==> src/rtl/shared_mult_sched_pkg.sv <==
// Shared defaults and types for the round-robin shared multiplier scheduler.
package pkg_shared_mult;

  localparam int NREQ_DEF  = 4;
  localparam int BITS_DEF  = 17;
  localparam int NFRAC_DEF = 8;
  localparam int IDW_DEF   = $clog2(NREQ_DEF);

  typedef logic [IDW_DEF-1:0]                   req_id_t;
  typedef logic signed [BITS_DEF-1:0]           weight_t;
  typedef logic signed [BITS_DEF+NFRAC_DEF-1:0] result_t;

  // Next round-robin position after idx, wrapping at n.
  function automatic int rr_next(input int idx, input int n);
    return (idx + 1 >= n) ? 0 : idx + 1;
  endfunction

endpackage

==> src/rtl/shared_mult_sched_arb.sv <==
// Combinational round-robin arbiter: the scan starts at the pointer and wraps once.
module rr_arbiter
  import pkg_shared_mult::*;
#(
  parameter  int NREQ = NREQ_DEF,
  localparam int IDW  = $clog2(NREQ)
) (
  input  logic [NREQ-1:0] i_req,
  input  logic [IDW-1:0]  i_ptr,
  output logic [NREQ-1:0] o_grant,
  output logic [IDW-1:0]  o_idx,
  output logic            o_any
);

  // First requesting index at or after the pointer wins; at most one grant bit.
  always_comb begin
    int w_j;
    w_j     = 0;
    o_grant = '0;
    o_idx   = '0;
    o_any   = 1'b0;
    for (int k = 0; k < NREQ; k++) begin
      w_j = int'(i_ptr) + k;
      if (w_j >= NREQ) w_j = w_j - NREQ;
      if (!o_any && i_req[w_j]) begin
        o_any        = 1'b1;
        o_grant[w_j] = 1'b1;
        o_idx        = IDW'(w_j);
      end
    end
  end

endmodule

==> src/rtl/shared_mult_sched_mult.sv <==
// Two-stage pipelined signed multiplier with clock enable; output is the
// low DOUT_W bits of the full-width product.
module mult_op #(
  parameter int DIN_W  = 17,
  parameter int DW_W   = 17,
  parameter int DOUT_W = 25
) (
  input  logic                     i_clk,
  input  logic                     i_rst,
  input  logic                     i_ce,
  input  logic                     i_ld,
  input  logic signed [DIN_W-1:0]  i_din,
  input  logic signed [DW_W-1:0]   i_dweight,
  output logic signed [DOUT_W-1:0] o_dout
);

  localparam int PROD_W = DIN_W + DW_W;

  logic signed [DIN_W-1:0]  r_din_p0;
  logic signed [DW_W-1:0]   r_w_p0;
  logic signed [PROD_W-1:0] w_full_p0;
  logic signed [DOUT_W-1:0] r_prod_p1;

  // Plain truncation: wrap-around is the intended behaviour, no rounding or clamping.
  function automatic logic signed [DOUT_W-1:0] trunc_prod(input logic signed [PROD_W-1:0] p);
    return DOUT_W'(p);
  endfunction

  assign w_full_p0 = $signed(PROD_W'(r_din_p0)) * $signed(PROD_W'(r_w_p0));

  // Stage 0: capture operand and weight only when a new product is accepted.
  always_ff @(posedge i_clk) begin
    if (i_rst) begin
      r_din_p0 <= '0;
      r_w_p0   <= '0;
    end else if (i_ce && i_ld) begin
      r_din_p0 <= i_din;
      r_w_p0   <= i_dweight;
    end
  end

  // Stage 1: register the truncated product; holds while the enable is low.
  always_ff @(posedge i_clk) begin
    if (i_rst) begin
      r_prod_p1 <= '0;
    end else if (i_ce) begin
      r_prod_p1 <= trunc_prod(w_full_p0);
    end
  end

  assign o_dout = r_prod_p1;

endmodule

==> src/rtl/shared_mult_sched.sv <==
// Shares one pipelined multiplier across NREQ channel requesters with
// round-robin arbitration, a writable per-channel weight table and id tagging.
module shared_mult_sched
  import pkg_shared_mult::*;
#(
  parameter  int NREQ  = NREQ_DEF,
  parameter  int BITS  = BITS_DEF,
  parameter  int NFRAC = NFRAC_DEF,
  localparam int IDW   = $clog2(NREQ)
) (
  input  logic                         clk,
  input  logic                         reset,
  input  logic                         en,
  input  logic [NREQ-1:0]              req_valid,
  input  logic [NREQ*BITS-1:0]         req_data,
  output logic [NREQ-1:0]              req_ready,
  input  logic                         cfg_we,
  input  logic [IDW-1:0]               cfg_idx,
  input  logic signed [BITS-1:0]       cfg_weight,
  output logic                         res_valid,
  output logic [IDW-1:0]               res_id,
  output logic signed [BITS+NFRAC-1:0] res_data,
  output logic                         busy
);

  localparam logic signed [BITS-1:0] WEIGHT_ONE = BITS'(1) << NFRAC;

  logic [IDW-1:0]          r_ptr;
  logic signed [BITS-1:0]  r_weight [NREQ];
  logic [NREQ-1:0]         w_grant;
  logic [IDW-1:0]          w_idx;
  logic                    w_any;
  logic                    w_accept;
  logic signed [BITS-1:0]  w_a;
  logic signed [BITS-1:0]  w_w;
  logic                    r_vld_p0;
  logic [IDW-1:0]          r_id_p0;
  logic                    r_vld_p1;
  logic [IDW-1:0]          r_id_p1;
  logic signed [BITS+NFRAC-1:0] w_prod;

  rr_arbiter #(.NREQ(NREQ)) u_arb (
    .i_req   (req_valid),
    .i_ptr   (r_ptr),
    .o_grant (w_grant),
    .o_idx   (w_idx),
    .o_any   (w_any)
  );

  // The grant is suppressed when frozen or in reset, so nothing is accepted then.
  assign req_ready = (en && !reset) ? w_grant : '0;
  assign w_accept  = en & ~reset & w_any;
  assign w_a       = req_data[int'(w_idx)*BITS +: BITS];
  // Combinational table read sees the pre-write value when a write hits the same index.
  assign w_w       = r_weight[w_idx];

  // Round-robin pointer moves past the winner on every accepted grant.
  always_ff @(posedge clk) begin
    if (reset) begin
      r_ptr <= '0;
    end else if (w_accept) begin
      r_ptr <= IDW'(rr_next(int'(w_idx), NREQ));
    end
  end

  // Weight table: unity on reset; writes land even while frozen, out-of-range indices ignored.
  always_ff @(posedge clk) begin
    if (reset) begin
      for (int i = 0; i < NREQ; i++) r_weight[i] <= WEIGHT_ONE;
    end else if (cfg_we && (int'(cfg_idx) < NREQ)) begin
      r_weight[cfg_idx] <= cfg_weight;
    end
  end

  mult_op #(
    .DIN_W  (BITS),
    .DW_W   (BITS),
    .DOUT_W (BITS+NFRAC)
  ) u_mult (
    .i_clk     (clk),
    .i_rst     (reset),
    .i_ce      (en),
    .i_ld      (w_accept),
    .i_din     (w_a),
    .i_dweight (w_w),
    .o_dout    (w_prod)
  );

  // Id/valid side pipeline kept in lock-step with the multiplier stages.
  always_ff @(posedge clk) begin
    if (reset) begin
      r_vld_p0 <= 1'b0;
      r_id_p0  <= '0;
      r_vld_p1 <= 1'b0;
      r_id_p1  <= '0;
    end else if (en) begin
      // Stage 0: tag of the accepted request
      r_vld_p0 <= w_accept;
      if (w_accept) r_id_p0 <= w_idx;
      // Stage 1: tag aligned with the registered product
      r_vld_p1 <= r_vld_p0;
      r_id_p1  <= r_id_p0;
    end
  end

  // A held result is hidden while frozen and shows again once enable returns.
  assign res_valid = r_vld_p1 & en;
  assign res_id    = r_id_p1;
  assign res_data  = w_prod;
  assign busy      = r_vld_p0 | r_vld_p1;

endmodule

==> config.mk <==
export PLATFORM = sky130hd
export DESIGN_NAME = shared_mult_sched
export DESIGN_NICKNAME = d
export VERILOG_FILES = /design/src/rtl/shared_mult_sched_pkg.sv /design/src/rtl/shared_mult_sched_arb.sv /design/src/rtl/shared_mult_sched_mult.sv /design/src/rtl/shared_mult_sched.sv
export SDC_FILE = /design/constraint.sdc
export NUM_CORES = 1
export LEC_CHECK = 0
export CAP_MARGIN = 10
export CORE_MARGIN = 5
export CORE_UTILIZATION = 40
export CTS_CLUSTER_DIAMETER = 200
export DETAILED_ROUTE_END_ITERATION = 7
export PLACE_DENSITY = 0.67
export RECOVER_POWER = 25
export SLEW_MARGIN = 30
export SYNTH_ARGS = -nofsm -noshare
export SYNTH_HDL_FRONTEND = slang
export SYNTH_SLANG_ARGS = --single-unit
==> constraint.sdc <==
create_clock -name clk -period 5.42 [get_ports clk]
set_input_delay 0.542 -clock clk [delete_from_list [all_inputs] [get_ports clk]]
set_output_delay 0.542 -clock clk [all_outputs]
set_load 0.05 [all_outputs]
==> impl_metrics.csv <==
group,metric,value,unit
drt,drt_iter0_markers,763,
synth,syn_area,15000,um^2
clock_tree,cts-buffers-inserted,17,
clock_tree,cts_root_buf,"clkbuf_16",
die,dieWidth,203,um
critical_path,cp_data_arrival_time,5880,ps
timing,fin_crit_sh,1.03,
timing,relSlewSlack,0.493,
critical_path,critPathMaxFanout,6,
worst_hold_path,holdPathStages,2,
critical_path,crit_type,"flip-flop to flip-flop",
critical_path,r2r-end,"u_mult.o_dout[22]$_SDFFE_PP0P_",
synth,synth_edf_count,68,
pwr,vdd_drop_max,0.000367,V
timing,layout_min_cycle_time,5590,ps
status,failed_checks,"negative setup slack",
timing,fmax,179,MHz
die,io-pin-count,128,
clock_tree,clk_path_buf_depth,2,
synth,syn_avg_cell_area,8.83,um^2
timing,setup_viol,5,
clock_tree,htreeDepth,4,
critical_path,rr_startpoint,"u_mult.r_din_p0[5]$_SDFFE_PP0P_",
synth,ys_warn_count,0,
synth,yosysSeqAreaShare,0.226,
clock_tree,postCtsHoldBufs,0,
timing,whs,451,ps
synth,synth.distinct_cells,54,
synth,async_flop_share,0,
synth,synth-seq-cells,135,
die,dieArea,41400,um^2
drt,post_drt_via_cell_ratio,4.98,
pwr,power_density,403,nW/um^2
synth,synthCells,1694,
synth,synth.net_count,2079,
drt,via_count,12000,
clock_tree,clk_latency,440,ps
global_routing,overflow,0,
timing,rsz0062_at_grt,"true",
die,core_area,36800,um^2
timing,tightest_slew,760,ps
drt,totalWireLength,38.1,mm
critical_path,critPathRequiredTime,5710,ps
cells_and_area,syn_to_final_growth,27.4,%
timing,final.setup.worst_slack,-165,ps
drt,dr.pass1.iters,6,
global_routing,grt_pass1_vias,12700,
drt,ant_nets,0,
die,die_y,203,um
placement,placed_cells,2332,
critical_path,rr_worst_depth,23,
critical_path,worstSetupEndpointType,"flip-flop",
placement,dp_hpwl,29.2,mm
timing,hold_violations,0,
global_routing,grt_max_degree,71,
die,fp-row-count,70,
critical_path,r2r_setup_slack,-170,ps
cells_and_area,final_cell_mix,"280 x inv_1, 201 x fa_1, 195 x nand2_1",
worst_hold_path,holdPathEnd,"u_mult.o_dout[21]$_SDFFE_PP0P_",
synth,synthFlopType,"edfxtp_1",
placement,place_ws,-397,ps
cells_and_area,diodes,0,
clock_tree,cts.reportedPaths.clkPinSlew,60,ps
cells_and_area,drive_gt1_frac,0.183,
timing,skew,8.89,ps
clock_tree,cts.sinks,135,
critical_path,start_kind,"flip-flop",
worst_hold_path,hold_path.startpoint,"u_mult.o_dout[21]$_SDFFE_PP0P_",
die,initial_core_util,0.407,
status,outcome,"complete, but fails checks",
global_routing,groute.usage.overall,0.187,
cells_and_area,fin_cells,2402,
placement,finalWeightedCongestion,0.866,
job,drv_cap,0,
global_routing,antenna_found_initial,0,
pwr,p_leak,8.52,nW
cells_and_area,final_util,0.518,
placement,numPortBuffers,127,
drt,post_drt_wl_per_cell,15.9,um
clock_tree,tritoncts,"built",
cells_and_area,layout_commonest_cell,"inv_1",
cells_and_area,n_fill_cell,3270,
worst_hold_path,hp-class,"flip-flop to flip-flop",
timing,final-max-slew-violation-count,0,
global_routing,grt_pass1_wl,63.0,mm
drt,drcViolationCount,0,
cells_and_area,fin_nets,2306,
[worst max-delay path, cell delays in order, from the launching register on]
cell,delay [ps]
dfxtp_4,370
buf_4,140
and2_1,140
fa_1,470
inv_1,50
fa_1,490
inv_2,40
fa_2,570
fa_2,450
fa_1,520
inv_1,50
fa_1,490
inv_2,50
ha_4,150
a21o_1,210
a21oi_4,170
o21bai_4,110
a221oi_4,300
o21ai_4,110
buf_4,150
buf_6,100
xor2_1,130
mux2i_1,130
nor2_1,50
[state kept, by name (all words and copies together), names as in the netlist]
name / cells
r_weight: 68
u_mult.o_dout: 25
u_mult.r_din_p0: 17
u_mult.r_w_p0: 17
r_id_p0: 2
r_ptr: 2
res_id: 2
r_vld_p0: 1
r_vld_p1: 1
[routing by layer]
layer	vias to the layer above	wire, um	global-route usage
met5	-	0	0
met4	0	1140	0.0614
met3	89	2220	0.0394
met2	333	19700	0.332
met1	5870	15100	0.228
li1	5664	-	-
[logic make-up (layout without fill, tap and decap cells)]
family          count (synthesis)  after routing  synth area share
compound gates                152            152            0.0644
xor+xnor                       40             40            0.0234
fa+ha+maj                     290            290             0.347
buf+inv                       390            630             0.104
flops                         135            135             0.226
mux                            21             21            0.0166
simple gates                  666            666             0.218
[where the power goes]
group          total (W)  internal (W)  leakage (nW)  switching (W)
Clock            0.00122      0.000725         0.297       0.000492
Sequential       0.00144       0.00125          1.23       0.000186
Combinational    0.00503       0.00224          7.00        0.00278
[what timing repair did]
| action | 4_1_cts | 5_1_grt |
|---|---|---|
| endpoints found under the setup margin | 12 | 12 |
| pin swaps | 90 | 76 |
| buffers inserted | 27 | 13 |
| resized for setup | 133 | 73 |
[metrics by stage]
step                instance area [um^2]  power [W]  setup TNS, ps
floorplan                          15000    0.00421          -57.9
global placement                   17500    0.00561          -2010
detailed placement                 17500    0.00567          -2740
CTS                                18700    0.00735           -356
global route                       19100    0.00833          -1920
finish                             19100    0.00768           -490
[cell usage after synthesis (2+ instances only)]
| cell type | count | share of area |
|---|---|---|
| inv_1 | 301 | 0.076 |
| fa_1 | 209 | 0.28 |
| nand2_1 | 202 | 0.051 |
| and2_1 | 200 | 0.084 |
| nor2_1 | 154 | 0.039 |
| ha_1 | 81 | 0.068 |
| edfxtp_1 | 68 | 0.14 |
| dfxtp_1 | 67 | 0.090 |
| clkbuf_1 | 65 | 0.016 |
| nand3_1 | 39 | 0.013 |
| o21ai_1 | 35 | 0.012 |
| xnor2_1 | 32 | 0.019 |
| nand2b_1 | 30 | 0.013 |
| a21oi_1 | 26 | 0.0087 |
| o211ai_1 | 23 | 0.012 |
| o21ai_0 | 20 | 0.0067 |
| mux2i_1 | 17 | 0.011 |
| nand3b_1 | 15 | 0.0075 |
| buf_2 | 9 | 0.0030 |
| xor2_1 | 8 | 0.0047 |
| a21o_1 | 7 | 0.0035 |
| buf_4 | 6 | 0.0030 |
| buf_6 | 6 | 0.0045 |
| a211oi_1 | 5 | 0.0025 |
| a221oi_1 | 5 | 0.0029 |
| a31oi_1 | 5 | 0.0021 |
| nor3_1 | 5 | 0.0017 |
| o21bai_1 | 5 | 0.0025 |
| o31ai_1 | 5 | 0.0025 |
| a22oi_1 | 4 | 0.0020 |
| nor2b_1 | 4 | 0.0017 |
| or2_2 | 4 | 0.0017 |
| mux4_2 | 3 | 0.0045 |
| nand4_1 | 3 | 0.0013 |
| nor3b_1 | 3 | 0.0015 |
| o22ai_1 | 3 | 0.0013 |
| a211o_1 | 2 | 0.0012 |
| nand4b_1 | 2 | 0.0012 |
[how the worst max path moves through the flow]
stage	startpoint	slack [ps]	to
detailed placement	u_mult.r_w_p0[15]$_SDFFE_PP0P_	-400	u_mult.o_dout[24]$_SDFFE_PP0P_
finish	u_mult.r_din_p0[5]$_SDFFE_PP0P_	-170	u_mult.o_dout[22]$_SDFFE_PP0P_
floorplan	u_mult.r_din_p0[3]$_SDFFE_PP0P_	-60	u_mult.o_dout[24]$_SDFFE_PP0P_
global route	u_mult.r_din_p0[9]$_SDFFE_PP0P_	-320	u_mult.o_dout[22]$_SDFFE_PP0P_
global placement	u_mult.r_din_p0[5]$_SDFFE_PP0P_	-290	u_mult.o_dout[17]$_SDFFE_PP0P_
CTS	u_mult.r_din_p0[9]$_SDFFE_PP0P_	-110	u_mult.o_dout[23]$_SDFFE_PP0P_
[layout make-up]
| cell class | count | area [um^2] | share of cell area |
|---|---|---|---|
| clock buffer | 17 | 425 | 0.0223 |
| tap | 468 | 586 | 0.0307 |
| timing repair buffer | 296 | 2640 | 0.139 |
| sequential | 135 | 3480 | 0.183 |
| multi-input combinational | 1169 | 10600 | 0.557 |
| inverter | 302 | 1140 | 0.0600 |
| clock inverter | 15 | 174 | 0.00913 |
(Power assumes the default switching activity.)
